<file path="config.mk">
export PLATFORM = sky130hd
export DESIGN_NAME = conf_int_mac_inverse_seq
export DESIGN_NICKNAME = d
export VERILOG_FILES = /design/src/rtl/conf_int_pkg.sv /design/src/rtl/conf_int_div_step.sv /design/src/rtl/conf_int_mac_inverse_seq.sv
export SDC_FILE = /design/constraint.sdc
export NUM_CORES = 1
export LEC_CHECK = 0
export CAP_MARGIN = 5
export CORE_MARGIN = 2
export CORE_UTILIZATION = 59
export CTS_CLUSTER_DIAMETER = 60
export DETAILED_ROUTE_END_ITERATION = 10
export PLACE_DENSITY = 0.86
export SETUP_SLACK_MARGIN = 0.02
export SLEW_MARGIN = 40
export SYNTH_ARGS = -nofsm -noshare
export SYNTH_HDL_FRONTEND = slang
export SYNTH_SLANG_ARGS = --single-unit
</file>
<file path="constraint.sdc">
create_clock -name clk -period 8.8 [get_ports clk]
set_input_delay 1.76 -clock clk [delete_from_list [all_inputs] [get_ports clk]]
set_output_delay 1.76 -clock clk [all_outputs]
set_load 0.01 [all_outputs]
</file>
<file path="src/rtl/conf_int_pkg.sv">
// Shared definitions for the configurable integer MAC and its inverse (divider) stage.
// Holds the FSM state encoding and the default operand/datapath widths.
package conf_int_pkg;

   typedef enum logic [1:0] {
      S_IDLE = 2'd0,
      S_ITER = 2'd1,
      S_DONE = 2'd2
   } state_t;

   localparam int OP_BITWIDTH_DEF        = 16;
   localparam int DATA_PATH_BITWIDTH_DEF = 16;

endpackage

</file>
<file path="src/rtl/conf_int_div_step.sv">
// One restoring-division step: shift the next dividend bit into the partial remainder,
// subtract the divisor when it fits and report the resulting quotient bit.
module conf_int_div_step #(
   parameter int OP_BITWIDTH = 16
) (
   input  logic [OP_BITWIDTH:0]   i_rem,
   input  logic                   i_dividend_bit,
   input  logic [OP_BITWIDTH-1:0] i_divisor,
   output logic [OP_BITWIDTH:0]   o_rem,
   output logic                   o_q_bit
);

   logic [OP_BITWIDTH+1:0] w_partial;
   logic [OP_BITWIDTH:0]   w_sub;

   assign w_partial = {i_rem, i_dividend_bit};
   // The incoming remainder is always below the divisor, so the difference fits in OP+1 bits.
   assign w_sub     = w_partial[OP_BITWIDTH:0] - {1'b0, i_divisor};
   assign o_q_bit   = (w_partial >= {2'b00, i_divisor});
   assign o_rem     = o_q_bit ? w_sub : w_partial[OP_BITWIDTH:0];

endmodule

</file>
<file path="src/rtl/conf_int_mac_inverse_seq.sv">
// Sequential inverse of the integer MAC: recovers a = (d - c_in) / b and r = (d - c_in) % b
// with a bit-serial restoring divider behind valid/ready handshakes.
module conf_int_mac_inverse_seq
   import conf_int_pkg::*;
#(
   parameter int OP_BITWIDTH        = OP_BITWIDTH_DEF,
   parameter int DATA_PATH_BITWIDTH = DATA_PATH_BITWIDTH_DEF
) (
   input  logic                          clk,
   input  logic                          rst,
   input  logic                          in_valid,
   output logic                          in_ready,
   input  logic [DATA_PATH_BITWIDTH-1:0] d,
   input  logic [DATA_PATH_BITWIDTH-1:0] b,
   input  logic [DATA_PATH_BITWIDTH-1:0] c_in,
   output logic                          out_valid,
   input  logic                          out_ready,
   output logic [DATA_PATH_BITWIDTH-1:0] a,
   output logic [DATA_PATH_BITWIDTH-1:0] r,
   output logic                          div_by_zero
);

   localparam int OP  = OP_BITWIDTH;
   localparam int DPW = DATA_PATH_BITWIDTH;
   localparam int CW  = (OP > 1) ? $clog2(OP) : 1;

   state_t           r_state;
   state_t           w_next;
   logic [OP-1:0]    r_dvd;
   logic [OP-1:0]    r_dsr;
   logic [OP:0]      r_rem;
   logic [OP-1:0]    r_quo;
   logic [CW-1:0]    r_cnt;
   logic [DPW-1:0]   r_a;
   logic [DPW-1:0]   r_r;
   logic             r_dbz;

   logic [DPW-1:0]   w_diff;
   logic [OP-1:0]    w_dividend;
   logic [OP-1:0]    w_divisor;
   logic             w_accept;
   logic [OP:0]      w_rem_next;
   logic             w_q_bit;
   logic [OP-1:0]    w_quo_next;

   assign w_diff     = d - c_in;
   assign w_dividend = w_diff[OP-1:0];
   assign w_divisor  = b[OP-1:0];
   assign w_accept   = in_valid & in_ready;
   assign w_quo_next = OP'({r_quo, w_q_bit});

   conf_int_div_step #(.OP_BITWIDTH(OP)) u_step (
      .i_rem          (r_rem),
      .i_dividend_bit (r_dvd[OP-1]),
      .i_divisor      (r_dsr),
      .o_rem          (w_rem_next),
      .o_q_bit        (w_q_bit)
   );

   // Next-state and handshake outputs; a zero divisor skips the iterations entirely.
   always_comb begin
      w_next    = r_state;
      in_ready  = 1'b0;
      out_valid = 1'b0;
      case (r_state)
         S_IDLE: begin
            in_ready = 1'b1;
            if (in_valid) w_next = (w_divisor == '0) ? S_DONE : S_ITER;
         end
         S_ITER: begin
            if (r_cnt == '0) w_next = S_DONE;
         end
         S_DONE: begin
            out_valid = 1'b1;
            if (out_ready) w_next = S_IDLE;
         end
         default: w_next = S_IDLE;
      endcase
   end

   // Result registers only change at accept (divide-by-zero) or on the last iteration,
   // so they stay frozen while the consumer applies backpressure.
   always_ff @(posedge clk) begin
      if (rst) begin
         r_state <= S_IDLE;
         r_dvd   <= '0;
         r_dsr   <= '0;
         r_rem   <= '0;
         r_quo   <= '0;
         r_cnt   <= '0;
         r_a     <= '0;
         r_r     <= '0;
         r_dbz   <= 1'b0;
      end else begin
         r_state <= w_next;
         if (w_accept) begin
            r_dvd <= w_dividend;
            r_dsr <= w_divisor;
            r_rem <= '0;
            r_quo <= '0;
            r_cnt <= CW'(OP - 1);
            if (w_divisor == '0) begin
               r_a   <= DPW'({OP{1'b1}});
               r_r   <= DPW'(w_dividend);
               r_dbz <= 1'b1;
            end
         end else if (r_state == S_ITER) begin
            r_dvd <= r_dvd << 1;
            r_rem <= w_rem_next;
            r_quo <= w_quo_next;
            if (r_cnt == '0) begin
               r_a   <= DPW'(w_quo_next);
               r_r   <= DPW'(w_rem_next);
               r_dbz <= 1'b0;
            end else begin
               r_cnt <= r_cnt - 1'b1;
            end
         end
      end
   end

   assign a           = r_a;
   assign r           = r_r;
   assign div_by_zero = r_dbz;

endmodule
</file>
==> metrics.cfg, run 1 <==
[routing]
wl_met3_um=716
vias_per_cell=5.875
avgRoutedWirePerCell_um=15.08
wl_met1_um=6127
top_layer_used=met4
drtIter0Drc=286
drtPass1Iterations=5
wl_um=13970
wl_met2_um=6815
ant_nets=0
drc=0
via_count=5440

[critical_path]
end_kind=flip-flop
crit_path_start_kind=primary input
critPathMaxFanout=3
worstPathRequired_ns=9.08
critical_path_class=in -> reg
critPathArrivalTime_ns=4.96

[clock_network]
cts.path.max_buffers=2
path_clk_slew_ns=0.10
clk_latency_ns=0.37
ctsResizeCount=0
cts_inserted_buffers=9
cts_setup_buffers=0
root_buffer=clkbuf_8
tritoncts=done
clkSinkCount=103
hold_buffers=0
cts_max_level=3

[logic_synthesis]
yosysWarnings=0
avgSynthCellArea_um2=7.801
synth_edf_count=0
ys_ff_latch=103
async_flop_share_pct=0
netlist_area_um2=5710
yosysSeqAreaShare_pct=36.11
synth_flop_cell=dfxtp_1
netlist_instances=732
synth_nets=818
synth_cell_types=62

[pwr]
clockPowerShare_pct=21.8
leakage_nw=2.629
p_int_uw=835.4
pwr_density_cell_nw_per_um2=192.9
power_frac_seq_pct=40.4
p_comb_share_pct=37.8
power_mw=1.308
ir_worst_vdd_v=0.00009189
p_sw_share_pct=36.15
power_switching_uw=473.0

[timing]
tightest_slew_ns=0.7923
setup_viol=0
period_needed_ns=4.682
holdWs_ns=0.4613
slew_headroom_pct=47.05
hold_viol_final=0
setup_tns_ns=0
rsz0062_at_grt=no
fin_ws_ns=4.118
fmax_mhz=213.6
post-route-period-util_pct=53.20
fin_skew_ns=0.007252
final_max_slew_viol_count=0

[floorplanning]
coreArea_um2=9328
die_y_um=102.4
rows=35
dieArea_um2=10480
fp.dieW_um=102.4
boundaryPins=87
initial_core_util_pct=61.22

[finish]
area_growth_pct=18.80
final_cell_mix=108 x nand2_1, 103 x dfxtp_1, 85 x clkdlybuf4s50_1, 76 x nor2_1, 71 x a21oi_1
nets=878
layout-drive-gt1-share_pct=5.646
fillers=754
regArea_um2=2062
mostFrequentLayoutCell=nand2_1
final_core_util_pct=72.73
multi_input_area_um2=3321
diodes=0

[placement]
io_buffers=86
dp_slack_ns=3.817
place_congestion=0.8807
dpl.hpwl_um=10270

[worst_hold_path]
hold_path.class=reg -> reg

[global_route]
grt_antenna_before_repair=0
track_usage_pct=27.25
grt_start_max_net_pins=74
grt-ovfl-total=0
grt_pass1_wl_um=22710
grt_pass1_vias=5078

[run_status]
outcome=complete, no violations

[flow_run]
cap_violations=0

==> metrics by stage <==
stage | cells | area (µm²)
6_report | 926 | 6784
3_3_place_gp | 910 | 6591
5_1_grt | 926 | 6784
2_1_floorplan | 732 | 5710
4_1_cts | 926 | 6784
3_5_place_dp | 910 | 6595
==> flip-flops by register name (all words and copies together), names as in the netlist <==
signal and count:
r_state 2, r_cnt 4, r_dvd 16, a 16, r_dsr 16, r 16
div_by_zero 1, r_quo 15, r_rem 17
==> cells by family after synthesis <==
logic type,Yosys count,share of synthesized area [%]
flip-flops,103,36.11
AND/OR/NAND/NOR,286,22.20
XOR/XNOR,19,2.914
AO/OA/AOI/OAI,194,22.74
adder cells (fa/ha/maj),34,7.712
multiplexers,13,2.432
buffers and inverters,83,5.894
==> worst max-delay path: stages <==
cell and delay (ns):
clkdlybuf4s50_1 0.46, ha_1 0.16, inv_1 0.06, fa_1 0.43, a211oi_1 0.27, nor2_1 0.12, nor4_1 0.38, o31ai_1 0.18
o41ai_1 0.42, o21ai_0 0.19, xor2_1 0.21, nor2_1 0.07, a311oi_1 0.25
==> routing by layer <==
| layer | global-route usage [%] | vias up |
|---|---|---|
| li1 | - | 2702 |
| met4 | 10.15 | 0 |
| met5 | 0 | - |
| met2 | 47.37 | 182 |
| met3 | 3.899 | 28 |
| met1 | 34.38 | 2528 |
==> power groups by stage <==
stage / registers (mW) / clock network, mW / logic (mW)
2_1_floorplan: 0.537 / 0 / 0.363
3_3_place_gp: 0.536 / 0 / 0.477
3_5_place_dp: 0.538 / 0 / 0.490
4_1_cts: 0.528 / 0.287 / 0.493
5_1_grt: 0.533 / 0.306 / 0.542
6_report: 0.529 / 0.285 / 0.495
==> cells in the mapped netlist, types with 5 or more instances <==
master | number | area [µm²]
nand2_1 | 108 | 405.4
dfxtp_1 | 103 | 2062
nor2_1 | 77 | 289.0
a21oi_1 | 71 | 355.3
nor3_1 | 49 | 245.2
inv_1 | 40 | 150.1
clkbuf_1 | 35 | 131.4
ha_1 | 32 | 400.4
o21ai_0 | 29 | 145.1
a211oi_1 | 28 | 210.2
o21a_1 | 13 | 97.59
xnor2_1 | 10 | 87.58
mux2i_1 | 9 | 90.09
xor2_1 | 9 | 78.83
nand3_1 | 8 | 40.04
a21o_1 | 7 | 52.55
nor4_1 | 7 | 43.79
and2_1 | 6 | 37.54
nor2b_1 | 6 | 37.54
a311oi_1 | 5 | 43.79
==> worst paths after layout <==
path / start / endpoint / slack (ns) / cells after the start
max: c_in[0] / r_dvd[14] / 4.12 / 13
min: r_dsr[12] / r_dsr[12] / 0.46 / 2
max reg2reg: r_dvd[15] / r[1] / 5.13 / 13
min reg2reg: r_dsr[12] / r_dsr[12] / 0.46 / 2
==> area by class of cell <==
cell class | count | area share [%]
flip-flops and latches | 103 | 30.39
clock buffers | 10 | 2.029
inverters | 40 | 2.213
clock inverters | 6 | 0.7562
repair buffers | 92 | 13.28
multi-input cells | 546 | 48.95
well taps | 129 | 2.379
(Power assumes the default switching activity.)
==> inputs of run 2 (changes only) <==
--- a/config.mk
+++ b/config.mk
@@ -7,10 +7,10 @@
 export LEC_CHECK = 0
 export CAP_MARGIN = 5
 export CORE_MARGIN = 2
-export CORE_UTILIZATION = 59
+export CORE_UTILIZATION = 49
 export CTS_CLUSTER_DIAMETER = 60
 export DETAILED_ROUTE_END_ITERATION = 10
-export PLACE_DENSITY = 0.86
+export PLACE_DENSITY = 0.76
 export SETUP_SLACK_MARGIN = 0.02
 export SLEW_MARGIN = 40
 export SYNTH_ARGS = -nofsm -noshare
==> constraint.sdc (replaced) <==
create_clock -name clk -period 3.9 [get_ports clk]
set_input_delay 0.78 -clock clk [delete_from_list [all_inputs] [get_ports clk]]
set_output_delay 0.78 -clock clk [all_outputs]
set_load 0.01 [all_outputs]
==> metrics.cfg, run 2 (synthesis results as in run 1) <==
[run_status]
outcome=complete, no violations

[global_route]
grt_pass1_vias=5058  ; -0.39%
grt-ovfl-total=0  ; unchanged
grt_pass1_wl_um=23140  ; +1.9%
use_met2_pct=39.80  ; -7.6 points
grt_antenna_before_repair=0  ; unchanged
grt_start_max_net_pins=53  ; -28%
use_met1_pct=27.40  ; -7.0 points
use_met3_pct=4.083  ; +0.18 points
grt_busiest_layer=met2
track_usage_pct=22.35  ; -4.9 points

[finish]
largest_register_ff_count=17  ; unchanged
largest_register=r_rem
mostFrequentLayoutCell=nand2_1
area_growth_pct=22.31
layout-drive-gt1-share_pct=6.460  ; +0.81 points
diodes=0  ; unchanged
fillers=1026  ; +36%
final_cell_mix=108 x nand2_1, 103 x dfxtp_1, 85 x clkdlybuf4s50_1, 75 x nor2_1, 71 x a21oi_1
nets=886  ; +0.91%
final_core_util_pct=61.17  ; -12 points

[timing]
hold_viol_final=0  ; unchanged
fin_skew_ns=0.005342  ; -0.001910 ns
final_max_slew_viol_count=0  ; unchanged
fmax_mhz=282.0
period_needed_ns=3.546
rsz0062_at_grt=no
tightest_slew_ns=0.8717  ; +0.07940 ns
setup_viol=0  ; unchanged
slew_headroom_pct=41.89  ; -5.2 points
post-route-period-util_pct=90.93
setup_tns_ns=0  ; unchanged

[placement]
place_congestion=0.8682  ; -1.4%
io_buffers=86  ; unchanged
dpl.hpwl_um=10500  ; +2.2%

[clock_network]
hold_buffers=0  ; unchanged
cts_inserted_buffers=9  ; unchanged
clk_latency_ns=0.34  ; -0.03 ns
cts_setup_buffers=0  ; unchanged
root_buffer=clkbuf_16
path_clk_slew_ns=0.07  ; -0.03 ns
clkSinkCount=103  ; unchanged
cts.path.max_buffers=2  ; unchanged
tritoncts=done
ctsResizeCount=0  ; unchanged
cts_max_level=3  ; unchanged

[routing]
avgRoutedWirePerCell_um=14.91  ; -1.2%
drtIter0Drc=359  ; +26%
ant_nets=0  ; unchanged
drtPass1Iterations=5  ; unchanged
via_count=5448  ; +0.15%
wl_um=14130  ; +1.2%
drc=0  ; unchanged
vias_per_cell=5.747  ; -2.2%

[floorplanning]
die_y_um=112.0  ; +9.4%
coreArea_um2=11420  ; +22%
fp.dieW_um=112.0  ; +9.4%
initial_core_util_pct=50.01  ; -11 points
rows=39  ; +11%
dieArea_um2=12530  ; +20%
boundaryPins=87  ; unchanged

[pwr]
p_comb_share_pct=34.5  ; -3.3 points
power_frac_seq_pct=36.8  ; -3.6 points
p_int_mw=2.170  ; +160%
leakage_nw=2.715  ; +3.3%
p_sw_share_pct=33.16  ; -3.0 points
ir_worst_vdd_v=0.0003002  ; +230%
clockPowerShare_pct=28.7  ; +6.9 points
power_switching_mw=1.077  ; +130%
pwr_density_cell_nw_per_um2=464.9  ; +140%

[critical_path]
critical_path_class=reg -> reg
worstRegToRegCells=14  ; +1
regToRegSetupSlack_ns=0.35  ; -4.78 ns
reg2reg_from=r_dvd[15]
crit_path_start_kind=flip-flop
critPathMaxFanout=11  ; +8
worstPathRequired_ns=4.12  ; -4.96 ns
critPathArrivalTime_ns=3.77  ; -1.19 ns
end_kind=flip-flop
reg2reg_to=r[14]

[flow_run]
cap_violations=0  ; unchanged

[worst_hold_path]
hold_path_end=r_dsr[3]
hold_path.class=reg -> reg
worstHoldPathCells=2  ; unchanged
hold_start=r_dsr[3]

-- run 2: changes by cell type in the layout (fill, tap and decap cells not counted), moves of 2 or more --
cell | previous run | this run
clkbuf_16 | 0 | 9
clkinvlp_4 | 0 | 2
clkinv_4 | 3 | 0
clkbuf_8 | 10 | 1
buf_4 | 6 | 14
-- run 2: final cells by class --
cell class	instances	area (µm²)	share of cell area [%]
Tap cell	143	178.9	2.562
Clock inverter	6	73.82	1.057
Multi-Input combinational cell	546	3319	47.53
Clock buffer	10	239.0	3.422
Inverter	40	150.1	2.150
Sequential cell	103	2062	29.52
Timing Repair Buffer	100	960.9	13.76
-- run 2: worst max path at each step --
stage / depth (start not counted) / from / slack, ns / to
6_report: 14 / r_dvd[15] / 0.35 / r[14]
5_1_grt: 14 / d[0] / 0.16 / r_dvd[14]
4_1_cts: 14 / r_dvd[15] / 0.38 / r[14]
3_5_place_dp: 14 / c_in[0] / 0.10 / r[12]
3_3_place_gp: 15 / d[0] / 0.13 / r[12]
2_1_floorplan: 13 / d[0] / 0.77 / r_dvd[14]
-- run 2: power groups by stage --
stage | registers (mW) | logic [mW] | clock network [mW]
floorplan | 1.21 | 0.818 | 0
global placement | 1.21 | 1.09 | 0
detailed placement | 1.22 | 1.11 | 0
CTS | 1.19 | 1.12 | 0.951
global route | 1.20 | 1.23 | 0.997
finish | 1.19 | 1.12 | 0.933
-- run 2: routing by layer --
layer | vias up | part of all wire [%]
met5 | - | 0
met4 | 0 | 1.7
met3 | 16 | 5.0
met2 | 163 | 50
met1 | 2557 | 43
li1 | 2712 | -
-- run 2: worst max-delay path, stage by stage, from the launching register on --
cell and delay (ns):
dfxtp_1 0.32, inv_1 0.16, ha_1 0.21, inv_1 0.06, fa_1 0.43, a211o_1 0.31, o211ai_2 0.09, a211o_1 0.16
nand3_2 0.10, o32a_4 0.42, a21oi_4 0.42, buf_4 0.24, mux2_4 0.31, nand2_1 0.11, a21oi_1 0.07
-- run 2: through the flow --
step | cells | worst slack [ns] | area (µm²) | hold slack (ns) | total power [mW]
2_1_floorplan | 732 | 0.7695 | 5710 | 0.4363 | 2.030
3_3_place_gp | 932 | 0.1308 | 6669 | 0.4451 | 2.300
3_5_place_dp | 932 | 0.1034 | 6671 | 0.4490 | 2.328
4_1_cts | 948 | 0.3817 | 6984 | 0.4588 | 3.264
5_1_grt | 948 | 0.1643 | 6984 | 0.4799 | 3.429
6_report | 948 | 0.3536 | 6984 | 0.4543 | 3.247
==> inputs of run 3 (changes only) <==
--- a/config.mk
+++ b/config.mk
@@ -12,6 +12,7 @@
 export DETAILED_ROUTE_END_ITERATION = 10
 export PLACE_DENSITY = 0.76
 export SETUP_SLACK_MARGIN = 0.02
+export SKIP_LAST_GASP = 1
 export SLEW_MARGIN = 40
 export SYNTH_ARGS = -nofsm -noshare
 export SYNTH_HDL_FRONTEND = slang
==> results of run 3 <==
Same layout as run 2: the final DEF is identical, and so are final timing and power.
